===== src/rtl/ps2_key_event_fifo.sv =====
// PS/2 Set-2 scancode decoder feeding a first-word-fall-through key event FIFO.
// Events are {brk, ext, code}; the CPU reads the head through the packed o_gpio word.
//
// state | meaning
// IDLE  | waiting for a code, prefix or Pause lead-in byte
// PFX   | E0 and/or F0 seen; ext/brk hold the prefix flags
// PAUSE | swallowing the rest of the 8-byte Pause sequence
module ps2_key_event_fifo #(
  parameter int DEPTH = 16
) (
  input  logic                     i_clk,
  input  logic                     i_rst,
  input  logic [7:0]               i_scan_data,
  input  logic                     i_scan_valid,
  input  logic                     i_pop,
  input  logic                     i_clr_ovf,
  output logic [9:0]               o_evt,
  output logic                     o_empty,
  output logic [$clog2(DEPTH):0]   o_count,
  output logic                     o_overflow,
  output logic [15:0]              o_gpio
);

  localparam int AW = $clog2(DEPTH);
  localparam logic [AW:0] FULL_CNT = (AW+1)'(DEPTH);
  localparam logic [AW:0] CNT_ONE  = (AW+1)'(1);
  localparam logic [AW-1:0] PTR_ONE = AW'(1);

  typedef enum logic [1:0] {IDLE, PFX, PAUSE} state_t;

  state_t     state;
  logic       ext;
  logic       brk;
  logic [2:0] skip_cnt;

  logic       evt_vld;
  logic [9:0] evt_data;

  logic [9:0]    mem [DEPTH];
  logic [AW-1:0] wr_ptr;
  logic [AW-1:0] rd_ptr;
  logic [AW:0]   count;
  logic          overflow;
  logic          full;
  logic          empty;
  logic          do_push;
  logic          do_pop;

  function automatic logic is_status(input logic [7:0] b);
    return (b == 8'h00) || (b == 8'hAA) || (b == 8'hEE) ||
           (b == 8'hFA) || (b == 8'hFE) || (b == 8'hFF);
  endfunction

  // Event emission is decoded from the current state and incoming byte so the
  // FIFO write lands on the same edge that samples the final byte.
  always_comb begin
    evt_vld  = 1'b0;
    evt_data = {brk, ext, i_scan_data};
    if (i_scan_valid) begin
      unique case (state)
        IDLE: evt_vld = !(i_scan_data == 8'hE0 || i_scan_data == 8'hF0 ||
                          i_scan_data == 8'hE1 || is_status(i_scan_data));
        PFX:  evt_vld = !(i_scan_data == 8'hE0 || i_scan_data == 8'hF0);
        PAUSE: begin
          evt_vld  = (skip_cnt == 3'd1);
          evt_data = 10'h1E1;
        end
        default: evt_vld = 1'b0;
      endcase
    end
  end

  always_ff @(posedge i_clk) begin
    if (i_rst) begin
      state    <= IDLE;
      ext      <= 1'b0;
      brk      <= 1'b0;
      skip_cnt <= 3'd0;
    end else if (i_scan_valid) begin
      unique case (state)
        IDLE, PFX: begin
          if (i_scan_data == 8'hE0) begin
            ext   <= 1'b1;
            state <= PFX;
          end else if (i_scan_data == 8'hF0) begin
            brk   <= 1'b1;
            state <= PFX;
          end else if (state == IDLE && i_scan_data == 8'hE1) begin
            skip_cnt <= 3'd7;
            state    <= PAUSE;
          end else if (state == IDLE && is_status(i_scan_data)) begin
            state <= IDLE;
          end else begin
            ext   <= 1'b0;
            brk   <= 1'b0;
            state <= IDLE;
          end
        end
        PAUSE: begin
          skip_cnt <= skip_cnt - 3'd1;
          if (skip_cnt == 3'd1) state <= IDLE;
        end
        default: state <= IDLE;
      endcase
    end
  end

  assign full    = (count == FULL_CNT);
  assign empty   = (count == '0);
  assign do_pop  = i_pop && !empty;
  // A pop in the same cycle frees the slot, so a full FIFO still accepts the push.
  assign do_push = evt_vld && (!full || do_pop);

  always_ff @(posedge i_clk) begin
    if (do_push) mem[wr_ptr] <= evt_data;
  end

  always_ff @(posedge i_clk) begin
    if (i_rst) begin
      wr_ptr   <= '0;
      rd_ptr   <= '0;
      count    <= '0;
      overflow <= 1'b0;
    end else begin
      if (do_push) wr_ptr <= wr_ptr + PTR_ONE;
      if (do_pop)  rd_ptr <= rd_ptr + PTR_ONE;
      unique case ({do_push, do_pop})
        2'b10:   count <= count + CNT_ONE;
        2'b01:   count <= count - CNT_ONE;
        default: count <= count;
      endcase
      if (evt_vld && !do_push) overflow <= 1'b1;
      else if (i_clr_ovf)      overflow <= 1'b0;
    end
  end

  // Masked while empty so the uninitialised RAM never shows up on the outputs.
  assign o_evt      = empty ? 10'h000 : mem[rd_ptr];
  assign o_empty    = empty;
  assign o_count    = count;
  assign o_overflow = overflow;
  assign o_gpio     = {~empty, overflow, 4'b0000, o_evt};

endmodule

===== config.mk =====
export PLATFORM = sky130hd
export DESIGN_NAME = ps2_key_event_fifo
export DESIGN_NICKNAME = d
export VERILOG_FILES = /design/src/rtl/ps2_key_event_fifo.sv
export SDC_FILE = /design/constraint.sdc
export NUM_CORES = 1
export LEC_CHECK = 0
export ABC_AREA = 1
export BUFFER_PORTS_ARGS = -buffer_cell sky130_fd_sc_hd__buf_4
export CORE_MARGIN = 1
export CORE_UTILIZATION = 43
export CTS_BUF_LIST = sky130_fd_sc_hd__clkbuf_16
export DETAILED_ROUTE_END_ITERATION = 16
export PLACE_DENSITY_LB_ADDON = 0.15
export RECOVER_POWER = 25
export SKIP_CTS_REPAIR_TIMING = 1
export SYNTH_ARGS = -nofsm -noshare
export SYNTH_HDL_FRONTEND = slang
export SYNTH_SLANG_ARGS = --single-unit

===== constraint.sdc =====
create_clock -name i_clk -period 2.9 [get_ports i_clk]
set_input_delay 0 -clock i_clk [delete_from_list [all_inputs] [get_ports i_clk]]
set_output_delay 0 -clock i_clk [all_outputs]
set_load 0.02 [all_outputs]

Word level (Yosys, flattened, before mapping)
Memories as Yosys holds them, arrays and structs flattened. A register that Yosys moved wholly into a read port is not among the register bits.
Index checks and enable logic that the tools add are counted.

cells by class
  $add $sub $neg = 5
  eq/ne operators = 23
  multiplexer cells = 26
  bitwise gates (word level) = 2
  reduce and logical (&&, ||, !) cells = 30

operator list
  kind                                                 count
  equality test 8 bit, second input constant           8
  2-to-1 mux 10 bit                                    3
  inequality test 2 bit, second input constant         9
  AND reduction 5 bit                                  3
  2-to-1 mux 1 bit                                     10
  case mux 5 bit (2 select lines)                      1
  logical OR 1 bit                                     9
  2-to-1 mux 3 bit                                     3
  adder 4 x 1 -> 4 bit, second input constant          2
  zero test 8 bit                                      1
  2-to-1 mux 2 bit                                     4
  2-to-1 mux 4 bit                                     2
  case mux 3 bit (2 select lines)                      1
  nonzero test 2 bit                                   3
  adder 5 x 1 -> 5 bit, second input constant          1
  equality test 5 bit, second input constant           1
  logical AND 1 bit                                    5
  zero test 1 bit                                      5
  zero test 5 bit                                      1
  subtractor 5 x 1 -> 5 bit, second input constant     1
  equality test 2 x 1 -> 1 bit, second input constant  2
  equality test 2 bit, second input constant           2
  case mux 2 bit (2 select lines)                      1
  equality test 3 x 1 -> 1 bit, second input constant  1
  other kinds (6)                                      7

word-level totals
  bits in registers = 21
  RAM bits = 160
  bits of input ports = 13
  output and inout bits = 33
  word-level logic and storage cells = 95
  memories = 1

memories
  name  depth  width  rd ports  clocked after Yosys merged registers in  wr ports  line  text
  mem   16     10     1         1                                        1         39    logic [9:0] mem [DEPTH];

Depth between registers and ports, before layout
Gate-level depths: netlist of the first run.

  depth after elaboration = 14
  depth in mapped cells = 20
  gate-level depth less buffers = 20

Worst setup path after synthesis of the first run
No wires, ideal clock.

  kind = register to register
  start point = reg count[0] (netlist: o_count[0])
  end point = reg count[4] (netlist: o_count[4])
  setup time = 0.115 ns
  data arrival time = 2.247 ns
  data required time = 2.785 ns
  slack = 0.538 ns
  cell stages (with the launch flop) = 18
  buffers on the path = 0
  clock period less this slack = 2.362 ns
  cells stage by stage = dfxtp_1 nor2_1 nand2_1 nor2_1 inv_1 nand2_1 inv_2 nand2_2 inv_1 fa_1 nand2_1 nand2_1 a21oi_1 nand2_1 nand2_1 nand3_1 nand2_1 nor2_1

on the way
  word-level cells in the longest chain between the ends = 7
  elaborated cells between the ends (all ways) = 13
  classes of those cells = 2 x add/sub; 3 x eq/ne; 1 x mux; 7 x reduce/logical

ends and longest elaborated chain
  element                                                                       line  text
  start: declaration                                                            42    logic [AW:0] count;
  start signal: assignment                                                      128   2'b10: count <= count + CNT_ONE;
  start signal: assignment                                                      129   2'b01: count <= count - CNT_ONE;
  start signal: assignment                                                      130   default: count <= count;
  zero test 5 bit                                                               109   assign empty = (count == '0);
  zero test 1 bit                                                               110   assign do_pop = i_pop && !empty;
  logical AND 1 bit                                                             110
  logical OR 1 bit                                                              112   assign do_push = evt_vld && (!full || do_pop);
  logical AND 1 bit                                                             112
  equality test 2 x 1 -> 1 bit / equality test 2 bit (equally long branches)    127   unique case ({do_push, do_pop})
  case mux 5 bit (2 select lines) / nonzero test 2 bit (equally long branches)  -

Parallel ways exist; a longest one is shown, timed or not.
A chain may end at the register's enable or synchronous reset.

==> impl_results.md, run 1 <==
- Core area: 18000 um^2
- # rows: 49
- Max Cap Viol: 0
- Static leakage: 3.31 nW
- Synth Instances: 705
- WP data arrival: 2.60 ns
- Clk slew on worst S/H paths: 0.07 ns
- Layout Nets: 772
- Clock latency on the worst-skew pair: 0.43 ns
- HP Class: input port to register
- Fin util: 50.5%
- Register-to-register setup slack: 0.36 ns
- Peak supply drop: 0.000538 V
- DR vias: 5404
- Initial antenna violation count: 0
- Area share of the largest cell type after synthesis: 60.8%
- Worst Reg-to-Reg Cells: 17
- Final hold vios: 0
- Largest net degree at the start of global routing: 81
- CP Max Fanout: 17
- Residual DRC: 0
- Boundary Pins: 46
- Most instantiated library cell after synthesis: edfxtp_1
- Asr flop ratio synth: 0%
- Outcome: finished, final reports clean
- RSZ-0062 raised after global routing: no
- Distinct cell type count after synthesis: 30
- Measured slew at the worst slew-check pin: 0.905 ns
- Syn. warnings: 0
- Final Max Tran Viols: 0
- Synth area leader: edfxtp_1
- Vias per cell: 5.46
- Wirelength per Cell: 18.3 um
- Power Dens Cells: 792 nW/um^2
- CP endpoint: o_evt[5]
- Initial Utilization: 44.0%
- Fin crit period: 2.60 ns
- Root Driver: clkbuf_16
- Total global routing track utilization: 20.5%
- CTS tree: done
- Gpl congestion: 0.839
- TNS Setup: 0 ns
- Max-Slew Margin vs Limit: 39.6%
- Area of the die: 18900 um^2
- Setup crit end kind: output pin
- Synth area leaders: edfxtp_1 (61%), nor2_1 (6.6%), dfxtp_1 (6.3%)
- Chip height: 138 um
- CTS buffer count: 17
- H-tree levels: 4
- Post-Route WL: 18100 um
- Multi-input logic area: 2190 um^2
- Final worst-path cycle share: 89.5%
- CP Launch Type: register
- WHS: 0.0302 ns
- DIE WIDTH: 138 um
- Clock Skews: 0.00858 ns
- Number of DRC markers in iteration 0: 422
- First-pass GRT wire length: 28100 um
- Max clock buf depth: 2
- Max Freq: 0.385 GHz
- Final setup violation count: 0
- Diode count: 0
- Layout area overhead: 14.9%
- Post-DP HPWL: 11400 um
- I/O Buffers: 41
- Worst Setup Path Type: register to output pin
- Worst path required time: 2.90 ns
- Fill count: 1567
- Post-synth top flop: edfxtp_1
- #FFs+latches synth: 185
- EDFF count, synth: 160
- Avg Cell Area, Syn: 11.2 um^2
- Seq/Total Area, Yosys: 67.1%
- Share of layout cells above drive strength 1: 15.0%
- Placed inst area: 8470 um^2
- Worst R2R End: o_count[4]$_SDFFE_PP0P_
- Top cells by count, synth: edfxtp_1 (160), nor2_1 (138), o21ai_0 (95), nand2_1 (60), inv_1 (36)
- Storage cell area: 5310 um^2
- Fin area: 9080 um^2
- R2r startpoint: o_count[0]$_SDFFE_PP0P_
- GR Overflow Total: 0
- Final ANT Viol Nets: 0
- Total clock sinks: 185
- Mapped Area: 7900 um^2
- Number of global-route vias before repair: 5146
- Pre-antenna DRT Iters: 5
-- kinds of logic (layout without fill, tap and decap cells) --
family                     count (synthesis)  in the layout  synth area share, %
and+or+nand+nor                          241            241                 13.1
DFF                                      185            185                 67.1
AOI/OAI and AO/OA                        171            171                 12.5
buffers and inverters                     94            147                 5.21
adders and majority gates                 11             11                 1.84
xor gates and xnor gates                   2              2                0.222
other                                      1              4               0.0475
-- cells in the final DEF (no fill, tap or decap), drive strengths merged, types with 2 or more instances in the layout --
cell type / instances
buf: 56
o21ai: 101
clkinvlp: 5
nand4: 4
dlygate4sd3: 4
o22ai: 12
conb: 4
ha: 10
o221ai: 28
edfxtp: 160
bufinv: 3
dfxtp: 25
inv: 50
clkinv: 3
nand3: 21
clkbuf: 26
nand2: 71
a21oi: 28
xor2: 2
nor2: 143
-- area by class of cell --
cell class | count | area share [%]
clock buffer | 17 | 4.69
clock inverter | 15 | 1.94
inverter | 46 | 1.90
timing repair buffer | 69 | 5.72
sequential | 185 | 58.5
tap | 229 | 3.16
multi-input combinational | 429 | 24.1
-- worst max-delay path: stages (launching register included) --
cell,delay [ns]
dfxtp_1,0.44
inv_1,0.39
buf_4,0.31
o21ai_0,0.12
o221ai_1,0.19
nand3_1,0.10
a21oi_1,0.40
buf_4,0.22
-- routing by layer --
| metal | global-route usage (%) | wire, um |
|---|---|---|
| met2 | 34.2 | 8830 |
| met5 | 0 | 0 |
| met4 | 7.33 | 273 |
| met1 | 26.8 | 7930 |
| met3 | 3.72 | 1080 |
-- metrics by stage --
stage	power (W)	cells	setup WS [ns]
after global routing	0.00751	990	0.0591
after global placement	0.00491	954	0.574
after floorplan	0.00434	708	0.538
after CTS	0.00727	986	0.282
after detailed placement	0.00495	954	0.463
final	0.00719	990	0.304
-- report_power, final --
group,internal [W],leakage (nW),total (W),switching (W)
registers,0.00297,1.68,0.00304,0.0000714
clock network,0.00136,0.283,0.00234,0.000981
logic,0.000608,1.35,0.00181,0.00120
-- sequential cells by signal, indices dropped and copies added, names as in the netlist, named ones only --
name / cells
mem: 160
rd_ptr: 4
skip_cnt: 3
brk: 1
state: 2
ext: 1
wr_ptr: 4
o_overflow: 1
o_count: 5
-- worst min-delay path by stage --
stage	start	end	slack, ns	cells past startpoint
after floorplan	i_rst	brk$_SDFFE_PP0P_	0.07	1
after global placement	i_rst	o_overflow$_SDFFE_PP0P_	0.24	2
after detailed placement	i_rst	brk$_SDFFE_PP0P_	0.25	2
after CTS	i_rst	brk$_SDFFE_PP0P_	-0.21	2
after global routing	i_pop	wr_ptr[0]$_SDFFE_PP0P_	0.04	4
final	i_scan_data[4]	state[1]$_SDFFE_PP0P_	0.03	6
Power figures use the tool's default switching activity.
==> run 2, diff against run 1 <==
--- a/config.mk
+++ b/config.mk
@@ -6,12 +6,11 @@
 export NUM_CORES = 1
 export LEC_CHECK = 0
 export ABC_AREA = 1
-export BUFFER_PORTS_ARGS = -buffer_cell sky130_fd_sc_hd__buf_4
 export CORE_MARGIN = 1
 export CORE_UTILIZATION = 43
 export CTS_BUF_LIST = sky130_fd_sc_hd__clkbuf_16
 export DETAILED_ROUTE_END_ITERATION = 16
-export PLACE_DENSITY_LB_ADDON = 0.15
+export DONT_BUFFER_PORTS = 1
 export RECOVER_POWER = 25
 export SKIP_CTS_REPAIR_TIMING = 1
 export SYNTH_ARGS = -nofsm -noshare
==> impl_results.md, run 2 (synthesis results as in run 1) <==
- Met2 WL: 9080 um (was 8830 um)
- TNS Setup: 0 ns (unchanged)
- Diode count: 0 (unchanged)
- Area of the die: 18900 um^2 (unchanged)
- Residual DRC: 0 (unchanged)
- Worst path required time: 2.90 ns (about the same)
- Clock latency on the worst-skew pair: 0.43 ns (about the same)
- Clock Skews: 0.00847 ns (was 0.00858 ns)
- Max reg flops: 160 (unchanged)
- Initial Utilization: 44.0% (unchanged)
- CP Max Fanout: 21 (was 17)
- Max clock buf depth: 2 (unchanged)
- Measured slew at the worst slew-check pin: 1.05 ns (was 0.905 ns)
- Uppermost routed layer: met4 (unchanged)
- Gpl congestion: 0.809 (was 0.839)
- Total clock sinks: 185 (unchanged)
- Wirelength per Cell: 18.9 um (was 18.3 um)
- CTS buffer count: 17 (unchanged)
- Root Driver: clkbuf_16 (unchanged)
- Vias per cell: 5.54 (was 5.46)
- Largest net degree at the start of global routing: 81 (unchanged)
- Fin crit period: 2.70 ns (was 2.60 ns)
- Number of global-route vias before repair: 5178 (was 5146)
- Number of DRC markers in iteration 0: 399 (was 422)
- Cell count after placement: 928 (was 954)
- Post-Route WL: 18400 um (was 18100 um)
- CP Launch Type: register (unchanged)
- Pre-antenna DRT Iters: 5 (unchanged)
- Peak supply drop: 0.000549 V (was 0.000538 V)
- Post-DP HPWL: 11700 um (was 11400 um)
- CTS tree: done (unchanged)
- H-tree levels: 4 (unchanged)
- Setup crit end kind: output pin (unchanged)
- Commonest non-fill, non-tap cell in the layout: edfxtp_1 (unchanged)
- M1 WL: 8000 um (was 7930 um)
- Layout area overhead: 12.4% (was 14.9%)
- Multi-input logic area: 2170 um^2 (was 2190 um^2)
- Final hold vios: 1 (was 0)
- RSZ-0062 raised after global routing: no (unchanged)
- Clk slew on worst S/H paths: 0.07 ns (about the same)
- Storage cell area: 5310 um^2 (unchanged)
- Fin worst setup slack: 0.202 ns (was 0.304 ns)
- Place WS: 0.430 ns (was 0.463 ns)
- Total global routing track utilization: 20.7% (was 20.5%)
- Clock Power Share: 31.5% (was 32.5%)
- # rows: 49 (unchanged)
- Sw Ratio: 32.4% (was 31.3%)
- Max Cap Viol: 0 (unchanged)
- Met3 wire length: 967 um (was 1080 um)
- Reg with most FFs: mem (unchanged)
- DR vias: 5369 (was 5404)
- Final Max Tran Viols: 0 (unchanged)
- WP data arrival: 2.70 ns (was 2.60 ns)
- DIE WIDTH: 138 um (unchanged)
- GR Overflow Total: 0 (unchanged)
- Static leakage: 3.19 nW (was 3.31 nW)
- WHS: -0.0164 ns (was 0.0302 ns)
- Final ANT Viol Nets: 0 (unchanged)
- Chip height: 138 um (unchanged)
- Failing checks: negative hold slack
- Worst Setup Path Type: register to output pin (unchanged)
- Max Freq: 0.371 GHz (was 0.385 GHz)
- Power Dens Cells: 772 nW/um^2 (was 792 nW/um^2)
- Outcome: finished, violations left (was finished, final reports clean)
- Initial antenna violation count: 0 (unchanged)
- Final worst-path cycle share: 93.0% (was 89.5%)
- Max-Slew Margin vs Limit: 30.1% (was 39.6%)
- Fill count: 1577 (was 1567)
- I/O Buffers: 0 (was 41)
- Most frequent cells in the layout: edfxtp_1 (160), nor2_1 (140), o21ai_0 (96) (was edfxtp_1 (160), nor2_1 (138), o21ai_0 (96))
- Final setup violation count: 0 (unchanged)
- Share of layout cells above drive strength 1: 11.9% (was 15.0%)
- Cell internal pwr: 0.00463 W (was 0.00494 W)
- Core area: 18000 um^2 (unchanged)
- Boundary Pins: 46 (unchanged)
- Switching pwr: 0.00223 W (was 0.00225 W)
- Sequential group share of total power: 44.6% (was 42.3%)
- First-pass GRT wire length: 28400 um (was 28100 um)
- Layout Nets: 752 (was 772)
- Non-filler cells in the finished layout: 970 (was 990)
- HP Class: input port to register (unchanged)
- Combinational Power Share: 23.9% (was 25.2%)
[run 2: cell count changes in the layout (fill, tap and decap cells not counted), sizes merged]
cell / previous run / this run
bufinv: 3 / 1
buf: 56 / 35
inv: 50 / 48
dlygate4sd3: 4 / 10
clkbuf: 26 / 21
clkinvlp: 5 / 3
clkinv: 3 / 9
[run 2: metrics by stage]
step                      power, W  area, um^2  utilization [%]
final                      0.00686        8880             49.4
after global routing       0.00716        8880             49.4
after CTS                  0.00691        8820             49.1
after detailed placement   0.00477        8270             46.0
after global placement     0.00473        8270             46.0
after floorplan            0.00434        7910                -
[run 2: path summary, 6_finish.rpt]
kind / from / endpoint / slack [ns] / cells after the start
setup / recovery: register / o_gpio[4] / 0.20 / 8
hold / removal: i_scan_valid / o_count[2]$_SDFFE_PP0P_ / -0.02 / 4
setup reg to reg: skip_cnt[1]$_SDFFE_PP0P_ / mem[11][5]$_DFFE_PP_ / 0.26 / 13
hold reg to reg: ext$_SDFFE_PP0P_ / ext$_SDFFE_PP0P_ / 0.46 / 2
[run 2: layout make-up]
cell class,count,area share (%)
inverters,46,1.94
flip-flops and latches,185,59.8
clock buffers,17,4.79
repair buffers,49,4.40
clock inverters,15,1.42
well taps,229,3.23
multi-input cells,429,24.5
[run 2: critical path: stages, from the launching register on]
cell and delay (ns):
dfxtp_1 0.56, inv_1 0.13, buf_4 0.26, buf_4 0.30, o21ai_0 0.16, o221ai_1 0.23
nand3_1 0.10, a21oi_1 0.26, buf_4 0.24
[run 2: per-layer routing]
| metal | vias up | GRT usage, % |
|---|---|---|
| li1 | 2524 | - |
| met1 | 2636 | 26.6 |
| met2 | 181 | 34.5 |
| met3 | 28 | 4.56 |
| met4 | 0 | 7.39 |
| met5 | - | 0 |
[run 2: power groups by stage]
stage                     Combinational, W  Sequential (W)  Clock [W]
after floorplan                    0.00124         0.00310          0
after global placement             0.00161         0.00311          0
after detailed placement           0.00165         0.00312          0
after CTS                          0.00166         0.00306    0.00220
after global routing               0.00180         0.00307    0.00230
final                              0.00164         0.00306    0.00216
==> run 3, diff against run 2 <==
==> constraint.sdc (replaced) <==
create_clock -name i_clk -period 3.2 [get_ports i_clk]
set_input_delay 0 -clock i_clk [delete_from_list [all_inputs] [get_ports i_clk]]
set_output_delay 0 -clock i_clk [all_outputs]
set_load 0.02 [all_outputs]
==> impl_results.md, run 3 (synthesis results as in run 1) <==
- Chip height: 138 um (unchanged)
- # rows: 49 (unchanged)
- I/O Buffers: 0 (unchanged)
- Max reg flops: 160 (unchanged)
- Residual DRC: 0 (unchanged)
- Commonest non-fill, non-tap cell in the layout: edfxtp_1 (unchanged)
- Final ANT Viol Nets: 0 (unchanged)
- Max-Slew Margin vs Limit: 37.0% (was 30.1%)
- Combinational Power Share: 23.0% (was 23.9%)
- Core area: 18000 um^2 (unchanged)
- R2r startpoint: o_count[0]$_SDFFE_PP0P_ (was skip_cnt[1]$_SDFFE_PP0P_)
- Max Freq: 0.366 GHz
- Post-Route WL: 17900 um (was 18400 um)
- Initial Utilization: 44.0% (unchanged)
- Clk slew on worst S/H paths: 0.06 ns (was 0.07 ns)
- Diode count: 0 (unchanged)
- HP Class: input port to register (unchanged)
- Peak supply drop: 0.000529 V (was 0.000549 V)
- DIE WIDTH: 138 um (unchanged)
- Register-to-register setup slack: 0.64 ns (was 0.26 ns)
- H-tree levels: 4 (unchanged)
- Initial antenna violation count: 0 (unchanged)
- Share of layout cells above drive strength 1: 10.5% (was 11.9%)
- RSZ-0062 raised after global routing: no (unchanged)
- Switching pwr: 0.00197 W (was 0.00223 W)
- Sequential group share of total power: 44.0% (was 44.6%)
- Slowest CP cell: buf_4 (was dfxtp_1)
- CP Max Fanout: 80 (was 21)
- Vias per cell: 5.46 (was 5.54)
- GR Overflow Total: 0 (unchanged)
- Total clock sinks: 185 (unchanged)
- Total global routing track utilization: 20.2% (was 20.7%)
- First-pass GRT wire length: 27500 um (was 28400 um)
- WP data arrival: 2.74 ns (was 2.70 ns)
- Buf/Inv on CP: 2 (was 4)
- Clock Skews: 0.0122 ns (was 0.00847 ns)
- Reg with most FFs: mem (unchanged)
- Final setup violation count: 0 (unchanged)
- Measured slew at the worst slew-check pin: 0.945 ns (was 1.05 ns)
- Post-DP HPWL: 11400 um (was 11700 um)
- Failing checks: negative hold slack (unchanged)
- Worst path required time: 3.20 ns (was 2.90 ns)
- Final Max Tran Viols: 0 (unchanged)
- Cell internal pwr: 0.00433 W (was 0.00463 W)
- Delay-heaviest family, CP: compound AO/OA/AOI/OAI gates (was buffers and inverters)
- Setup crit end kind: output pin (unchanged)
- Root Driver: clkbuf_16 (unchanged)
- Outcome: finished, violations left (unchanged)
- Fill count: 1585 (was 1577)
- CP Cell Sequence: buf_4 -> o21ai_0 -> o22ai_1 -> nor2_1 -> nor2_1 -> o21ai_1 -> a21oi_1 -> buf_4 (was inv_1 -> buf_4 -> buf_4 -> o21ai_0 -> o221ai_1 -> nand3_1 -> a21oi_1 -> buf_4)
- Final worst-path cycle share: 85.5%
- Final hold vios: 3 (was 1)
- Clock latency on the worst-skew pair: 0.44 ns (was 0.43 ns)
- Area of the die: 18900 um^2 (unchanged)
- Slowest stage delay, CP: 0.61 ns (was 0.56 ns)
- Number of global-route vias before repair: 5013 (was 5178)
- Fin util: 49.2% (was 49.4%)
- Multi-input logic area: 2190 um^2 (was 2170 um^2)
- Clock Power Share: 33.0% (was 31.5%)
- Storage cell area: 5310 um^2 (unchanged)
- Boundary Pins: 46 (unchanged)
- Max clock buf depth: 2 (unchanged)
- Wirelength per Cell: 18.7 um (was 18.9 um)
- CTS tree: done (unchanged)
- Fin crit period: 2.74 ns
- Worst R2R End: o_count[4]$_SDFFE_PP0P_ (was mem[11][5]$_DFFE_PP_)
- TNS Setup: 0 ns (unchanged)
- Largest net degree at the start of global routing: 81 (unchanged)
- Sw Ratio: 31.3% (was 32.4%)
- CTS buffer count: 17 (unchanged)
- DR vias: 5217 (was 5369)
- Hold Startpoint: i_scan_data[5] (was i_scan_valid)
- Number of DRC markers in iteration 0: 478 (was 399)
- Pre-antenna DRT Iters: 4 (was 5)
- Gpl congestion: 0.804 (was 0.809)
- Worst Setup Path Type: register to output pin (unchanged)
- Layout Nets: 738 (was 752)
- Worst Reg-to-Reg Cells: 17 (was 13)
- Layout area overhead: 11.7% (was 12.4%)
- Static leakage: 3.17 nW (was 3.19 nW)
- Power Dens Cells: 714 nW/um^2 (was 772 nW/um^2)
- Max Cap Viol: 0 (unchanged)
- Most frequent cells in the layout: edfxtp_1 (160), nor2_1 (138), o21ai_0 (95) (was edfxtp_1 (160), nor2_1 (140), o21ai_0 (96))
- WHS: -0.0350 ns (was -0.0164 ns)
- Hold path endpoint: brk$_SDFFE_PP0P_ (was o_count[2]$_SDFFE_PP0P_)
- WHS Path Cells: 6 (was 4)
- CP Launch Type: register (unchanged)
-- run 3: changes by cell type in the layout (fill, tap and decap cells not counted), moves of 2 or more --
cell	change
buf_4	-12
inv_1	+3
bufinv_16	+2
clkbuf_1	-2
clkinvlp_4	-2
inv_6	-2
nor2_1	-2
-- run 3: how the worst max path moves through the flow --
stage                                  startpoint  slack (ns)                      end  depth (start not counted)
after floorplan           o_count[0]$_SDFFE_PP0P_        0.84  o_count[4]$_SDFFE_PP0P_                         17
after detailed placement  o_count[0]$_SDFFE_PP0P_        0.69  o_count[4]$_SDFFE_PP0P_                         17
after CTS                                register        0.53                o_gpio[5]                          8
final                                    register        0.46                o_gpio[5]                          8
after global placement    o_count[0]$_SDFFE_PP0P_        0.76  o_count[4]$_SDFFE_PP0P_                         17
after global routing               i_scan_data[0]        0.18  o_count[4]$_SDFFE_PP0P_                         21
-- run 3: metal layers --
layer | track usage (%) | wire (um)
met1 | 26.7 | 7980
met2 | 31.7 | 8460
met3 | 5.67 | 1170
met4 | 6.90 | 268
met5 | 0 | 0
-- run 3: worst min-delay path: stages --
cell     delay, ns
nand2_1       0.06
nor2_2        0.05
nand2_2       0.08
inv_1         0.05
nand2_1       0.06
a21oi_1       0.06
-- run 3: through the flow --
stage               cell area [um^2]  instances  setup WS, ns  power, W
finish                          8830        956         0.464   0.00630
global route                    8830        956         0.183   0.00656
CTS                             8750        946         0.534   0.00633
detailed placement              8160        914         0.693   0.00427
global placement                8160        914         0.758   0.00425
floorplan                       7910        708         0.838   0.00393
-- run 3: power groups by stage --
stage / Sequential, W / Combinational, W / Clock [W]
2_1_floorplan: 0.00281 / 0.00112 / 0
3_3_place_gp: 0.00282 / 0.00143 / 0
6_report: 0.00277 / 0.00145 / 0.00208
3_5_place_dp: 0.00283 / 0.00145 / 0
5_1_grt: 0.00278 / 0.00159 / 0.00219
4_1_cts: 0.00277 / 0.00145 / 0.00211
-- run 3: area by class of cell --
| cell class | instances | area share, % |
|---|---|---|
| well taps | 229 | 3.25 |
| repair buffers | 35 | 3.32 |
| flip-flops and latches | 185 | 60.1 |
| clock inverters | 15 | 1.81 |
| clock buffers | 17 | 4.82 |
| inverters | 46 | 1.96 |
| multi-input cells | 429 | 24.8 |
